<file path="src/rtl/fft_pkg.sv">
// Shared types and default sizing for the FFT butterfly scheduler.
// FFT_SCHED_INVERSE_EN (optional) adds the inverse/tw_conj ports to fft_bfly_sched.
package fft_pkg;

    localparam int FFT_NUM_SAMPLES = 256;
    localparam int FFT_LOG2_N      = 8;

    typedef logic [FFT_LOG2_N-1:0] addr_t;
    typedef logic [FFT_LOG2_N-2:0] tw_t;

    typedef enum logic [1:0] {
        IDLE  = 2'd0,
        ISSUE = 2'd1,
        DRAIN = 2'd2,
        FIN   = 2'd3
    } state_t;

endpackage

</file>
<file path="src/rtl/fft_addr_gen.sv">
// Combinational radix-2 butterfly address and twiddle index generator.
// Butterfly j of stage s pairs samples half=2^s apart inside group j>>s.
module fft_addr_gen
    import fft_pkg::*;
#(
    parameter int LOG2_N = FFT_LOG2_N
) (
    input  logic [$clog2(LOG2_N)-1:0] s,
    input  logic [LOG2_N-2:0]         j,
    output logic [LOG2_N-1:0]         addr_a,
    output logic [LOG2_N-1:0]         addr_b,
    output logic [LOG2_N-2:0]         tw_idx
);

    localparam int AW = LOG2_N;
    localparam int TW = LOG2_N - 1;
    localparam int SW = $clog2(LOG2_N);

    logic [AW-1:0] j_ext;
    logic [AW-1:0] half;
    logic [AW-1:0] pos;
    logic [AW-1:0] grp;
    logic [AW-1:0] base;

    // Everything is carried at the full address width so grp*2*half never wraps.
    always_comb begin
        j_ext  = {1'b0, j};
        half   = AW'(1) << s;
        pos    = j_ext & (half - AW'(1));
        grp    = j_ext >> s;
        base   = (grp << s) << 1;
        addr_a = base | pos;
        addr_b = addr_a + half;
        tw_idx = TW'(pos << (SW'(LOG2_N - 1) - s));
    end

endmodule

</file>
<file path="src/rtl/fft_bfly_sched.sv">
// In-place radix-2 FFT butterfly issue scheduler with a per-stage write-back barrier.
// Define FFT_SCHED_INVERSE_EN to add the inverse input and tw_conj output.
module fft_bfly_sched
    import fft_pkg::*;
#(
    parameter int NUM_SAMPLES = FFT_NUM_SAMPLES,
    parameter int LOG2_N      = FFT_LOG2_N
) (
    input  logic                      clk,
    input  logic                      nrst,
    input  logic                      start,
    input  logic                      bfly_ready,
    input  logic                      wb_ack,
    output logic                      busy,
    output logic                      done,
    output logic                      bfly_valid,
    output logic [LOG2_N-1:0]         addr_a,
    output logic [LOG2_N-1:0]         addr_b,
    output logic [LOG2_N-2:0]         tw_idx,
    output logic [$clog2(LOG2_N)-1:0] stage
`ifdef FFT_SCHED_INVERSE_EN
    ,
    input  logic                      inverse,
    output logic                      tw_conj
`endif
);

    localparam int HALF_N = NUM_SAMPLES / 2;
    localparam int JW     = LOG2_N - 1;
    localparam int SW     = $clog2(LOG2_N);
    localparam int OW     = $clog2(HALF_N) + 1;

    localparam logic [JW-1:0] J_LAST = JW'(HALF_N - 1);
    localparam logic [SW-1:0] S_LAST = SW'(LOG2_N - 1);

    state_t          state;
    state_t          state_next;
    logic [JW-1:0]   j;
    logic [SW-1:0]   stage_q;
    logic [OW-1:0]   outstanding;
    logic            issue;
    logic            drained;
    logic [LOG2_N-1:0] gen_a;
    logic [LOG2_N-1:0] gen_b;
    logic [LOG2_N-2:0] gen_tw;

    assign issue   = (state == ISSUE) && bfly_ready;
    assign drained = (outstanding == '0);
    assign stage   = stage_q;

    fft_addr_gen #(
        .LOG2_N (LOG2_N)
    ) u_addr_gen (
        .s      (stage_q),
        .j      (j),
        .addr_a (gen_a),
        .addr_b (gen_b),
        .tw_idx (gen_tw)
    );

    always_ff @(posedge clk or negedge nrst) begin
        if (!nrst) begin
            state <= IDLE;
        end else begin
            state <= state_next;
        end
    end

    always_comb begin
        state_next = state;
        case (state)
            IDLE:    if (start) state_next = ISSUE;
            ISSUE:   if (issue && (j == J_LAST)) state_next = DRAIN;
            DRAIN:   if (drained) state_next = (stage_q == S_LAST) ? FIN : ISSUE;
            FIN:     state_next = IDLE;
            default: state_next = IDLE;
        endcase
    end

    always_comb begin
        busy       = 1'b0;
        done       = 1'b0;
        bfly_valid = 1'b0;
        addr_a     = '0;
        addr_b     = '0;
        tw_idx     = '0;
        case (state)
            ISSUE: begin
                busy       = 1'b1;
                bfly_valid = 1'b1;
                addr_a     = gen_a;
                addr_b     = gen_b;
                tw_idx     = gen_tw;
            end
            DRAIN:   busy = 1'b1;
            FIN:     done = 1'b1;
            default: ;
        endcase
    end

    // j only advances on an accepted issue, so the presented fields hold through stalls.
    always_ff @(posedge clk or negedge nrst) begin
        if (!nrst) begin
            j       <= '0;
            stage_q <= '0;
        end else begin
            case (state)
                IDLE: begin
                    if (start) begin
                        j       <= '0;
                        stage_q <= '0;
                    end
                end
                ISSUE: begin
                    if (issue && (j != J_LAST)) j <= j + JW'(1);
                end
                DRAIN: begin
                    if (drained && (stage_q != S_LAST)) begin
                        stage_q <= stage_q + SW'(1);
                        j       <= '0;
                    end
                end
                default: ;
            endcase
        end
    end

    always_ff @(posedge clk or negedge nrst) begin
        if (!nrst) begin
            outstanding <= '0;
        end else if (issue && !wb_ack) begin
            outstanding <= outstanding + OW'(1);
        end else if (!issue && wb_ack && !drained) begin
            outstanding <= outstanding - OW'(1);
        end
    end

`ifdef FFT_SCHED_INVERSE_EN
    logic inverse_q;

    always_ff @(posedge clk or negedge nrst) begin
        if (!nrst) begin
            inverse_q <= 1'b0;
        end else if ((state == IDLE) && start) begin
            inverse_q <= inverse;
        end
    end

    assign tw_conj = busy && inverse_q;
`endif

endmodule

</file>
<file path="config.mk">
export PLATFORM = sky130hd
export DESIGN_NAME = fft_bfly_sched
export DESIGN_NICKNAME = d
export VERILOG_FILES = /design/src/rtl/fft_pkg.sv /design/src/rtl/fft_addr_gen.sv /design/src/rtl/fft_bfly_sched.sv
export SDC_FILE = /design/constraint.sdc
export NUM_CORES = 1
export LEC_CHECK = 0
export ABC_AREA = 1
export CAP_MARGIN = 20
export CORE_AREA = 4 4 88 90
export CTS_CLUSTER_SIZE = 25
export DETAILED_ROUTE_END_ITERATION = 10
export DIE_AREA = 0 0 92 94
export PLACE_DENSITY = 0.68
export SETUP_SLACK_MARGIN = 0.4
export SLEW_MARGIN = 40
export SYNTH_ARGS = -nofsm -noshare
export SYNTH_HDL_FRONTEND = slang
export SYNTH_HIERARCHICAL = 1
export SYNTH_SLANG_ARGS = --single-unit
</file>
<file path="constraint.sdc">
create_clock -name clk -period 4.97 [get_ports clk]
set_input_delay 0.994 -clock clk [delete_from_list [all_inputs] [get_ports clk]]
set_output_delay 0.994 -clock clk [all_outputs]
set_load 0.02 [all_outputs]
</file>
* After elaboration in Yosys (flattened, before gate mapping)
Cells that the tools add are included.
** Word-level totals
- Register bits :: 20
- Input port bits :: 5
- Output and inout bits :: 29
- Word-level logic and storage cells :: 68
** Cells by class
- Eq/ne operators :: 12
- Bitwise logic cells :: 2
- Add/subtract/negate cells :: 7
- Reductions and logical operators :: 19
- Mux-type cells :: 20
- Shifts and indexed selects :: 4
** Operators with widths (number)
- 8-bit two-way mux :: 4
- 7-bit two-way mux :: 4
- 7-bit case mux with 3 select lines :: 1
- 8-bit by 3-bit << shifter with 7-bit output :: 2
- 8-bit by 1-bit subtractor with 8-bit output (second input constant) :: 2
- 8-bit by 1-bit adder with 8-bit output (second input constant) :: 1
- 8-bit adder :: 1
- 7-bit by 8-bit AND with 8-bit output :: 1
- 8-bit logical NOT :: 1
- 2-bit two-way mux :: 4
- 8-bit OR :: 1
- 2-bit case mux with 4 select lines :: 1
- 1-bit by 3-bit << shifter with 8-bit output (first input constant) :: 1
- 7-bit by 3-bit >> shifter with 8-bit output :: 1
- 7-bit by 1-bit adder with 7-bit output (second input constant) :: 1
- 7-bit == test (second input constant) :: 1
- 1-bit logical AND :: 7
- 7-bit != test (second input constant) :: 1
- 3-bit two-way mux :: 2
- 2-bit != test (second input constant) :: 3
- 3-bit case mux with 2 select lines :: 1
- 3-bit AND reduction :: 2
- 2-bit == test (second input constant) :: 2
- 2-bit by 1-bit != test with 1-bit output (second input constant) :: 2
- other kinds (12) :: 17

* Longest topological paths before layout
- Word-level depth :: 7
- Depth in mapped cells :: 24
- Mapped depth without buffers :: 23

* Hierarchy
Netlist, hierarchy kept.
** Modules (own cells, without submodules)
- fft_bfly_sched :: seq. area each 500.5 µm², cells an instance 257, area an instance 1747.9 µm², times used 1
- fft_addr_gen :: seq. area each 0.0 µm², cells an instance 192, area an instance 1002.2 µm², times used 1

* Least setup slack after synthesis
OpenSTA, ideal clock, no wires.
- Kind :: reg-to-output
- From :: register stage_q[0] (netlist: stage[0])
- To :: output addr_b[6]
- Buffers on the path :: 2
- Required time :: 3.976 ns
- Arrival :: 3.058 ns
- Setup slack :: 0.918 ns
- Cell stages (with the launch flop) :: 21
- Cell sequence :: dfrtp_1 > buf_6 > inv_6 > buf_2 > nor2_1 > inv_1 > nor2_1 > inv_1 > ha_1 > nor2_1 > inv_1 > o21ai_0 > fa_1 > nand3_1 > nand2_1 > a21oi_1 > nor2_1 > nor2_1 > xnor2_1 > nand2_1 > inv_1
** Between the ends
- Word-level cells in the longest chain between the ends :: 6
- Elaborated cells between the ends (all ways) :: 8
- Those cells by class :: add/sub: 2; shift: 3; mux: 1; bitwise: 2
** Ends and longest elaborated chain
- from (decl) :: line fft_bfly_sched.sv:39 : logic [SW-1:0] stage_q;
- from (signal assigned) :: line fft_bfly_sched.sv:119 : stage_q <= stage_q + SW'(1);
- 1-bit by 3-bit << shifter with 8-bit output :: line fft_addr_gen.sv:28 : half = AW'(1) << s;
- 8-bit by 1-bit subtractor with 8-bit output :: line fft_addr_gen.sv:29 : pos = j_ext & (half - AW'(1));
- 7-bit by 8-bit AND with 8-bit output :: line fft_addr_gen.sv:29
- 8-bit OR * :: line fft_addr_gen.sv:32 : addr_a = base | pos;
- named net gen_a[1] :: line fft_bfly_sched.sv:43 : logic [LOG2_N-1:0] gen_a;
- 8-bit adder * :: line fft_addr_gen.sv:33 : addr_b = addr_a + half;
- named net gen_b[6] :: line fft_bfly_sched.sv:44 : logic [LOG2_N-1:0] gen_b;
- 8-bit two-way mux * :: line fft_bfly_sched.sv:87 : case (state)
- to (decl) :: line fft_bfly_sched.sv:18 : output logic [LOG2_N-1:0] addr_b,
Mark *: on every way through the listed nets, which the timed path passes. The rest lies on a longest branch.

* Worst setup path in the final report
- From :: register stage_q[1] (netlist: stage[1])
- To :: output addr_b[7]
Same word-level chain as after synthesis.

==> metrics.md <==
| Metric | Value |
|---|---|
| Run status | `finished clean` |
| DRC errors left | `0` |
| Mux contribution to synthesized area | `0%` |
| Area grow syn2layout | `17.2%` |
| Synth Cell Area | `2750 µm²` |
| Clk_lat worst skew | `around 0.26 ns` |
| Die Area | `roughly 8600 µm²` |
| Buffers added on ports | `33` |
| Synthesis warning total | `6` |
| Most frequent cells in the layout | `nand2_1 (167), inv_1 (66), nand3_1 (33)` |
| Largest net degree at the start of global routing | `31` |
| Max Slew Vio Count | `0` |
| Chip Width | `around 90 µm` |
| RSZ-0062 raised after global routing | `yes` |
| Most common cell after layout, fill and taps aside | `nand2_1` |
| Final worst-path cycle share | `87.0%` |
| Initial antenna violation count | `0` |
| Distinct cells, synth | `40` |
| H-tree levels | `1` |
| CP Cell Sequence | `buf_4, nor2_2, inv_1, nor2_2, inv_1, ha_1, inv_1, o21ai_0, nand3_2, o21ai_0, ha_1, a21o_1, nand4_1, nand3_1, nand2_1, nand2_1, inv_1, nand3_1, nand2_1, nand2_1, inv_1, clkbuf_2` |
| Via count | `roughly 2800` |
| Mapped Cells | `around 450` |
| Post-synth ARST share | `between 90% and 100%` |
| Total negative slack | `0 ns` |
| Reg-to-Reg Start | `state[1]` |
| Wirelength per Cell | `~11 µm` |
| Fin util | `about 46%` |
| Register area | `between 500 and 600 µm²` |
| # rows | `31` |
| I/O pin cnt | `34` |
| Static Leak | `between 1.5 and 2 nW` |
| CP max stage cell | `dfrtp_1` |
| Crit Path Max Fanout | `7` |
| Pwr Density | `about 490 nW/µm²` |
| First-pass GRT wire length | `around 12000 µm` |
| Hold slack | `0.526 ns` |
| CTS root buf | `clkbuf_8` |
| CTS tree | `done` |
| Synth Net Count | `between 400 and 500` |
| Clk pin slew, worst setup/hold paths | `0.08 ns` |
| Vias per cell | `~4.9` |
| # hold bufs at CTS | `0` |
| Number of synthesized flops with an enable pin | `0` |
| ANT nets after route | `0` |
| Largest stage delay, worst path | `roughly 0.42 ns` |
| Critical path class | `reg2out` |
| Synth Area in Adders | `~11%` |
| First-pass DRT Iterations | `4` |
| Ys flop type | `dfrtp_1` |
| Synth Area in Compound Gates | `a little under a tenth` |
| Final Hold Vio Count | `0` |
| Max cap viols | `0` |
| Critical path launch point | `stage[1]` |
| GRT overflow | `0` |
| Hold/Removal Path Class | `reg2reg` |
| FILL cells | `between 700 and 800` |
| Min Tclk post-route | `about 4.3 ns` |
| R2R Setup Slk | `around 2.1 ns` |
| Initial DRC count | `between 150 and 200` |
| Final setup viols | `0` |
| Worst Setup Start Kind | `register` |
| Clock buffer count from CTS | `3` |
| Starting Density | `between 30% and 40%` |
| Flops & latches, synth | `20` |
| Main combinational cell family by area after synthesis | `simple AND/OR/NAND/NOR gates` |
| Multi-input logic area | `roughly 1900 µm²` |
| Post-CTS Setup Repair Bufs | `0` |
| Post-Synth XOR/XNOR Area | `~3.2%` |
| Fmax achieved | `approximately 230 MHz` |
| Mean area per synthesized cell | `around 6.1 µm²` |
| CP required | `3.98 ns` |
| CP arrival | `between 3 and 4 ns` |
| Routed WL | `between 6000 and 7000 µm` |
| Max clock buf depth | `2` |
| Clock sink count | `20` |
| Worst slew margin | `60.4%` |
| Type of destination of the critical path | `output pin` |
| Core ar. | `around 7100 µm²` |
| Reg-to-Reg End | `outstanding[6]` |
| Die Y | `~94 µm` |
| Worst-margin pin slew | `~0.59 ns` |
| # nets final | `roughly 500` |
| Vias in the first global route | `2647` |
| Routability Congestion | `0.946` |
| All-layer global routing usage | `roughly 16%` |
| Worst vdd ir | `around 0.33 mV` |
| Setup WS post-layout | `between 0.6 and 0.7 ns` |
| Fraction of layout cells with a size suffix above 1 | `roughly 11%` |
| Place WS | `roughly 0.38 ns` |
| Most used cell, CP | `inv_1` |
| Post-synthesis simple-gate area fraction | `about 44%` |
| Post-synthesis sequential area ratio | `18.2%` |
| Hpwl dp | `5150 µm` |
| Termination of the worst setup path | `addr_b[7]` |
| Clock Skews | `slightly above 0.007 ns` |
| Antenna cells | `0` |
| Reg2reg path depth | `12` |
## power by group
group	internal (mW)	leakage, nW	total (mW)	switching [mW]
clock network	0.108	0.0357	0.165	0.0572
registers	0.218	0.260	0.286	0.0687
logic	0.420	1.56	1.12	0.696
## cell families after synthesis
family          Yosys count
compound gates           38
fa+ha+maj                24
buf+inv                  85
other cells               1
flops                    20
xor+xnor                 10
simple gates            271
## routing by layer
metal	GRT usage (%)	part of all wire [%]	wire [µm]
met1	20.9	48	3160
met2	27.4	45	3000
met3	1.44	5.3	350
met4	5.57	1.8	117
met5	0	0	0
## layout make-up
cell class | count | area share [%]
clock buffer | 3 | 1.28
clock inverter | 1 | 0.931
inverter | 73 | 8.65
multi-input combinational | 344 | 58.8
sequential | 20 | 15.5
tap | 99 | 3.84
timing repair buffer | 38 | 10.9
## worst max-delay path: cells and delay by family, from the launching register on
kind / cells / cell delay (ns)
adders and majority gates: 2 / 0.60
and+or+nand+nor: 10 / 0.86
DFF: 1 / 0.42
AOI/OAI and AO/OA: 3 / 0.46
buffers and inverters: 7 / 0.71
## Yosys cell counts (4+ instances only)
library cell	number	area [µm²]
o21ai_1	4	20.0
nor2_1	31	116
ha_1	22	275
nand2_4	4	45.0
nand3b_1	4	30.0
dfrtp_1	20	500
nand2_1	167	627
xnor2_1	4	35.0
nand3_1	34	170
inv_2	6	22.5
o21ai_2	4	35.0
inv_1	66	248
nand2_2	5	31.3
o21ai_0	8	40.0
nand4_1	14	87.6
buf_6	5	56.3
xor2_1	6	52.6
a21oi_1	10	50.1
buf_2	5	25.0
## timing repair
item / 4_1_cts / 5_1_grt
pin swaps: 0 / 2
gates resized for setup: 4 / 12
setup endpoints to repair: 3 / 5
## how the worst min path moves through the flow
stage | from | end | cells after the start
2_1_floorplan | outstanding[5] | outstanding[5] | 2
3_3_place_gp | outstanding[3] | outstanding[3] | 2
3_5_place_dp | outstanding[0] | outstanding[0] | 1
4_1_cts | outstanding[0] | outstanding[0] | 1
5_1_grt | outstanding[0] | outstanding[0] | 1
6_report | outstanding[0] | outstanding[0] | 1
## metrics by stage
stage	total power, mW	cell area (µm²)	std cells
floorplan	1.13	2750	449
CTS	1.57	3220	578
finish	1.57	3220	578
global route	1.75	3220	578
global placement	1.38	3150	574
detailed placement	1.40	3150	574
## state kept, by name, indices dropped and copies added, names as in the netlist
name and cells:
j 7, outstanding 8, state 2, stage 3
No activity file was read; power rests on OpenSTA's default activity.
